[config.mk]
export PLATFORM = sky130hd
export DESIGN_NAME = mem_control_flat
export DESIGN_NICKNAME = d
export VERILOG_FILES = /design/src/rtl/mem_control_if.sv /design/src/rtl/mem_control.sv /design/src/flat_wrapper.sv
export SDC_FILE = /design/constraint.sdc
export NUM_CORES = 1
export LEC_CHECK = 0
export ABC_AREA = 1
export BUFFER_PORTS_ARGS = -buffer_cell sky130_fd_sc_hd__buf_4
export CELL_PAD_IN_SITES_DETAIL_PLACEMENT = 0
export CELL_PAD_IN_SITES_GLOBAL_PLACEMENT = 1
export CORE_AREA = 2 2 91 128
export CTS_CLUSTER_DIAMETER = 30
export DETAILED_ROUTE_END_ITERATION = 12
export DIE_AREA = 0 0 93 130
export GPL_ROUTABILITY_DRIVEN = 0
export HOLD_SLACK_MARGIN = 0.15
export PLACE_DENSITY = 0.84
export REMOVE_ABC_BUFFERS = 1
export SLEW_MARGIN = 20
export SYNTH_ARGS = -nofsm -noshare
export SYNTH_HDL_FRONTEND = slang
export SYNTH_SLANG_ARGS = --single-unit
export TNS_END_PERCENT = 5
[constraint.sdc]
create_clock -name clk -period 1.2 [get_ports clk]
set_input_delay 0.18 -clock clk [delete_from_list [all_inputs] [get_ports clk]]
set_output_delay 0.18 -clock clk [all_outputs]
set_load 0.005 [all_outputs]
[src/rtl/mem_control_if.sv]
`default_nettype none
// ============================================================================
//  Module   : mem_control_if
//  Brief    : CPU/bus-side signal bundle for the memory-request controller.
//             The master side drives requests and bus read data; the slave
//             side (mem_control) returns state, address and routed data.
//  Revision : 1.0  initial release
// ============================================================================
interface mem_control_if;
  logic [31:0] address_in;
  logic [31:0] data_in_CPU;
  logic [31:0] data_in_BUS;
  logic        data_en;
  logic        instr_en;
  logic        bus_full;
  logic        memWrite;
  logic        memRead;
  logic [2:0]  state;
  logic [31:0] address_out;
  logic [31:0] data_out_CPU;
  logic [31:0] data_out_BUS;
  logic [31:0] data_out_INSTR;

  modport master (
    output address_in, data_in_CPU, data_in_BUS,
    output data_en, instr_en, bus_full, memWrite, memRead,
    input  state, address_out, data_out_CPU, data_out_BUS, data_out_INSTR
  );

  modport slave (
    input  address_in, data_in_CPU, data_in_BUS,
    input  data_en, instr_en, bus_full, memWrite, memRead,
    output state, address_out, data_out_CPU, data_out_BUS, data_out_INSTR
  );
endinterface
`default_nettype wire

[src/rtl/mem_control.sv]
`default_nettype none
// ============================================================================
//  Module   : mem_control
//  Brief    : Memory-request controller between the RV32I core and the shared
//             memory bus. Turns data reads/writes and instruction fetches into
//             single-cycle bus transfers, stalling while the bus is full.
//  Revision : 1.0  initial release
// ============================================================================
module mem_control #(
  parameter logic [31:0] FILL_VALUE = 32'hABCD
) (
  input logic          clk,
  input logic          rst,
  mem_control_if.slave bus
);

  typedef enum logic [2:0] {
    S_INIT      = 3'd0,
    S_IDLE      = 3'd1,
    S_READ_REQ  = 3'd2,
    S_WRITE_REQ = 3'd3,
    S_READ      = 3'd4,
    S_WRITE     = 3'd5,
    S_WAIT      = 3'd6
  } state_t;

  // Kind of transfer captured when a request leaves IDLE; steers the Wait exit
  // and selects the destination of read data.
  typedef enum logic [1:0] {
    OP_READ_DATA = 2'd0,
    OP_WRITE     = 2'd1,
    OP_FETCH     = 2'd2
  } op_t;

  state_t r_state;
  state_t w_next_state;
  op_t    r_pending;
  op_t    w_next_pending;
  logic   r_turnaround;
  logic   w_next_turnaround;
  logic   w_any_en;

  assign w_any_en = bus.data_en | bus.instr_en;

  // State, pending-op and turnaround registers; reset dominates everything.
  always_ff @(posedge clk) begin
    if (rst) begin
      r_state      <= S_INIT;
      r_pending    <= OP_READ_DATA;
      r_turnaround <= 1'b0;
    end else begin
      r_state      <= w_next_state;
      r_pending    <= w_next_pending;
      r_turnaround <= w_next_turnaround;
    end
  end

  // Next-state decode, request priority and turnaround tracking.
  always_comb begin
    w_next_state      = r_state;
    w_next_pending    = r_pending;
    // Set only on the way out of a transfer, so the following IDLE cycle
    // ignores requests and decode resumes the cycle after.
    w_next_turnaround = 1'b0;
    case (r_state)
      S_INIT: w_next_state = S_IDLE;
      S_IDLE: begin
        if (!r_turnaround) begin
          if (w_any_en && bus.memRead) begin
            w_next_state   = S_READ_REQ;
            w_next_pending = OP_READ_DATA;
          end else if (w_any_en && bus.memWrite) begin
            w_next_state   = S_WRITE_REQ;
            w_next_pending = OP_WRITE;
          end else if (bus.instr_en) begin
            w_next_state   = S_READ_REQ;
            w_next_pending = OP_FETCH;
          end
        end
      end
      S_READ_REQ:  w_next_state = bus.bus_full ? S_WAIT : S_READ;
      S_WRITE_REQ: w_next_state = bus.bus_full ? S_WAIT : S_WRITE;
      S_WAIT: begin
        if (!bus.bus_full) begin
          w_next_state = (r_pending == OP_WRITE) ? S_WRITE : S_READ;
        end
      end
      S_READ, S_WRITE: begin
        w_next_state      = S_IDLE;
        w_next_turnaround = 1'b1;
      end
      default: w_next_state = S_IDLE;
    endcase
  end

  // Moore-state output routing; address and data pass straight through.
  always_comb begin
    bus.address_out    = FILL_VALUE;
    bus.data_out_CPU   = FILL_VALUE;
    bus.data_out_BUS   = FILL_VALUE;
    bus.data_out_INSTR = FILL_VALUE;
    case (r_state)
      S_READ: begin
        if (r_pending == OP_READ_DATA) begin
          bus.address_out    = bus.address_in;
          bus.data_out_CPU   = bus.data_in_BUS;
          bus.data_out_BUS   = 32'd0;
          bus.data_out_INSTR = 32'd0;
        end else if (r_pending == OP_FETCH) begin
          bus.address_out    = bus.address_in;
          bus.data_out_CPU   = 32'd0;
          bus.data_out_BUS   = 32'd0;
          bus.data_out_INSTR = bus.data_in_BUS;
        end
      end
      S_WRITE: begin
        bus.address_out    = bus.address_in;
        bus.data_out_CPU   = 32'd0;
        bus.data_out_BUS   = bus.data_in_CPU;
        bus.data_out_INSTR = 32'd0;
      end
      default: ;
    endcase
  end

  assign bus.state = r_state;

endmodule
`default_nettype wire

[src/flat_wrapper.sv]
// flat-port wrapper written by rule: the top's interface ports become plain ports
module mem_control_flat 
#(
  parameter logic [31:0] FILL_VALUE = 32'hABCD
)
  (clk, rst, bus_address_in, bus_data_in_CPU, bus_data_in_BUS, bus_data_en, bus_instr_en, bus_bus_full, bus_memWrite, bus_memRead, bus_state, bus_address_out, bus_data_out_CPU, bus_data_out_BUS, bus_data_out_INSTR);
  mem_control_if bus_i ();
  input logic clk;
  input logic rst;
  input wire logic [$bits(bus_i.address_in)-1:0] bus_address_in;
  input wire logic [$bits(bus_i.data_in_CPU)-1:0] bus_data_in_CPU;
  input wire logic [$bits(bus_i.data_in_BUS)-1:0] bus_data_in_BUS;
  input wire logic [$bits(bus_i.data_en)-1:0] bus_data_en;
  input wire logic [$bits(bus_i.instr_en)-1:0] bus_instr_en;
  input wire logic [$bits(bus_i.bus_full)-1:0] bus_bus_full;
  input wire logic [$bits(bus_i.memWrite)-1:0] bus_memWrite;
  input wire logic [$bits(bus_i.memRead)-1:0] bus_memRead;
  output wire logic [$bits(bus_i.state)-1:0] bus_state;
  output wire logic [$bits(bus_i.address_out)-1:0] bus_address_out;
  output wire logic [$bits(bus_i.data_out_CPU)-1:0] bus_data_out_CPU;
  output wire logic [$bits(bus_i.data_out_BUS)-1:0] bus_data_out_BUS;
  output wire logic [$bits(bus_i.data_out_INSTR)-1:0] bus_data_out_INSTR;
  assign bus_i.address_in = bus_address_in;
  assign bus_i.data_in_CPU = bus_data_in_CPU;
  assign bus_i.data_in_BUS = bus_data_in_BUS;
  assign bus_i.data_en = bus_data_en;
  assign bus_i.instr_en = bus_instr_en;
  assign bus_i.bus_full = bus_bus_full;
  assign bus_i.memWrite = bus_memWrite;
  assign bus_i.memRead = bus_memRead;
  assign bus_state = bus_i.state;
  assign bus_address_out = bus_i.address_out;
  assign bus_data_out_CPU = bus_i.data_out_CPU;
  assign bus_data_out_BUS = bus_i.data_out_BUS;
  assign bus_data_out_INSTR = bus_i.data_out_INSTR;
  mem_control #(.FILL_VALUE(FILL_VALUE)) u_core (.clk(clk), .rst(rst), .bus(bus_i));
endmodule
==> metrics.txt <==
initial antenna violation count 0; average wire per cell in the routed design 12.0 um; number of input and output port buffers inserted 233; vias per cell 3.99; fraction of post-synthesis cell area in the top cell type by area 19.6%; Syn Area/Cell 4.74 um^2; number of distinct library cell variants in the gate-level netlist after synthesis 22; period utilization 136%; commonest cells after routing, fill and taps aside buf_4 (246), inv_1 (75), nor2_1 (55), nor3_2 (28), nand2_1 (25); WP data required 1.02 ns; biggest area contributors in the synthesized netlist inv_1 (20%), nor2_1 (19%), nor3_1 (15%), dfxtp_1 (8.0%), o21ai_0 (7.4%); setup repair after global routing missed its margin true; area of the multi-input gates 1200 um^2; Setup crit end kind primary output; die extent in x 93 um; final setup slack of the worst path -0.437 ns; Flop pwr share 9.3%; largest net degree at the start of global routing 45; TritonCTS clock tree yes; violated checks negative setup slack; worst hold slack 0.292 ns; total of endpoints with negative setup slack in the final report 128; nature of the critical path startpoint flop; filler cell count 1,191; cell taking the most area after synthesis inv_1; count of final max-slew check failures 0; # diodes 0; min-delay worst type primary input to flop; sum of internal, switching and leakage power 0.00312 W; DR vias 2,782; maximum fanout count along the critical path 30; clock buffers created by TritonCTS 3; number of top-level pins 234; die outline area 12,100 um^2; worst-skew pair later-pin latency 0.23 ns; Fin Clk Skew 0.000160 ns; register area 125 um^2; Post-CTS Repair Setup Buffers 0; PwrDens 805 nW/um^2; R2R cell count 7; most common library cell in the layout ignoring fill and taps buf_4; Congestion Overflow GR 0; combined global-route utilization of all metal layers 11.7%; number of design rule violations left after detail routing 0; count of TritonRoute iterations in the first routing pass 5; starting density of the core 13.5%; Num Clock Sinks 6; post-layout util 35.1%; clock edge transition at the registers on the reported setup and hold paths 0.03 ns; total wire length after detailed routing 8410 um; minimum period implied by the final worst setup slack 1.64 ns; arrival time worst endpoint 1.46 ns; core area 11,100 um^2; leakage power 2.15 nW; Total Nets Final 659; number of flip-flops and latches in the synthesized netlist 6; remaining max-slew budget at the tightest pin 83.3%; total internal power 0.00178 W; Post-Place Cells 694; max-capacitance violation count 0; combinational fraction of design power 73.5%; maximum root-to-sink buffer count 2; total number of H-tree levels 1; number of cells produced by synthesis 316; switching part of the total power 42.8%; number of antenna-violating nets in the routed design 0; layout cells sized above 1 59.4%; status finished, violations left; destination of the worst hold path u_core.bus.state[0]; area growth from synthesis to layout 159%; final hold vios 0; number of core rows 46; start-to-end type of the worst setup path flop to primary output; worst hold path depth 4; clock root buffer clkbuf_16; startpoint of the worst-slack reg-to-reg timing path u_core.bus.state[1]; Final HPWL DP 6870 um; height of the die 130 um; total of warnings raised by yosys 0; wire length of the first global-routing pass 11,500 um; Initial DRC Count 52; part of the power in the clock network 17.3%; maximum vdd drop 0.417 mV; launch instance of the worst min-delay path bus_bus_full; via count of the first global-routing pass 2,321; Seq/Total Area, Yosys 8.03%; post-synthesis instance area 1500 um^2; slew of the pin with the lowest slew margin 0.248 ns; flop-to-flop setup slack 0.09 ns; maximum operating frequency 0.611 GHz; final cell count without fillers 698; endpoint of the worst register-to-register path u_core.bus.state[1]; Sw Pwr 0.00134 W
area by class of cell:
class,instances,share of cell area (%)
clock buffer,3,1.94
inverter,83,8.23
multi-input combinational,208,30.9
sequential,6,3.23
tap,144,4.65
timing repair buffer,254,51.1
cells in the mapped netlist (all sizes together):
cell type / number
nor3: 44
or2: 10
nand3: 20
buf: 12
nand2: 29
clkbuf: 7
a211oi: 1
o21ai: 23
inv: 83
a21oi: 3
nor2: 77
dfxtp: 6
nand3b: 1
through the flow:
stage,worst slack [ns],setup TNS (ns),area [um^2]
floorplan,-0.731,-55.04,1400
global placement,-0.207,-15.86,3540
detailed placement,-0.229,-18.65,3540
CTS,-0.448,-41.32,3810
global route,-0.514,-50.96,3880
finish,-0.437,-40.44,3880
worst max-delay path by stage:
stage                              from                  end  slack, ns  cells past startpoint
floorplan           u_core.bus.state[2]  bus_data_out_BUS[0]      -0.73                      6
global placement    u_core.bus.state[2]  bus_address_out[29]      -0.21                      8
detailed placement  u_core.r_pending[0]  bus_data_out_CPU[8]      -0.23                      5
CTS                 u_core.bus.state[1]  bus_address_out[16]      -0.45                      9
global route        u_core.bus.state[0]  bus_address_out[29]      -0.51                      9
finish              u_core.bus.state[1]  bus_address_out[29]      -0.44                      9
power groups by stage:
stage	Sequential, W	Combinational (W)	Clock (W)
finish	0.000290	0.00229	0.000538
global route	0.000298	0.00248	0.000569
CTS	0.000290	0.00226	0.000543
detailed placement	0.000284	0.00210	0
global placement	0.000283	0.00207	0
floorplan	0.000321	0.000762	0
worst max-delay path, stage by stage, from the launching register on:
cell and delay, ns:
dfxtp_2 0.31, inv_2 0.08, nand2_4 0.07, nor2_8 0.10, inv_4 0.05, o21ai_4 0.14, buf_12 0.19, buf_6 0.13
nor2_1 0.03, buf_4 0.12
per-layer routing:
metal | track usage, % | vias to the layer above | wire (um)
met4 | 3.37 | 0 | 152
li1 | - | 1421 | -
met3 | 2.71 | 12 | 704
met2 | 22.8 | 118 | 4710
met5 | 0 | - | 0
met1 | 12.5 | 1231 | 2840
cell families after synthesis:
group / after synthesis / synth area share [%]
buffers and inverters: 102 / 27.8
AO/OA/AOI/OAI: 27 / 9.95
flip-flops: 6 / 8.03
AND/OR/NAND/NOR: 181 / 54.3
registers in the layout, indices dropped and copies added, names as in the netlist:
register             flops
u_core.bus.state         3
u_core.r_pending         2
u_core.r_turnaround      1
timing repair:
action,4_1_cts,5_1_grt
pin swaps,2,4
hold buffers,1,0
resized for setup,65,23
endpoints found under the hold margin,2,0
endpoints found under the setup margin,131,132
(Power assumes the default switching activity.)
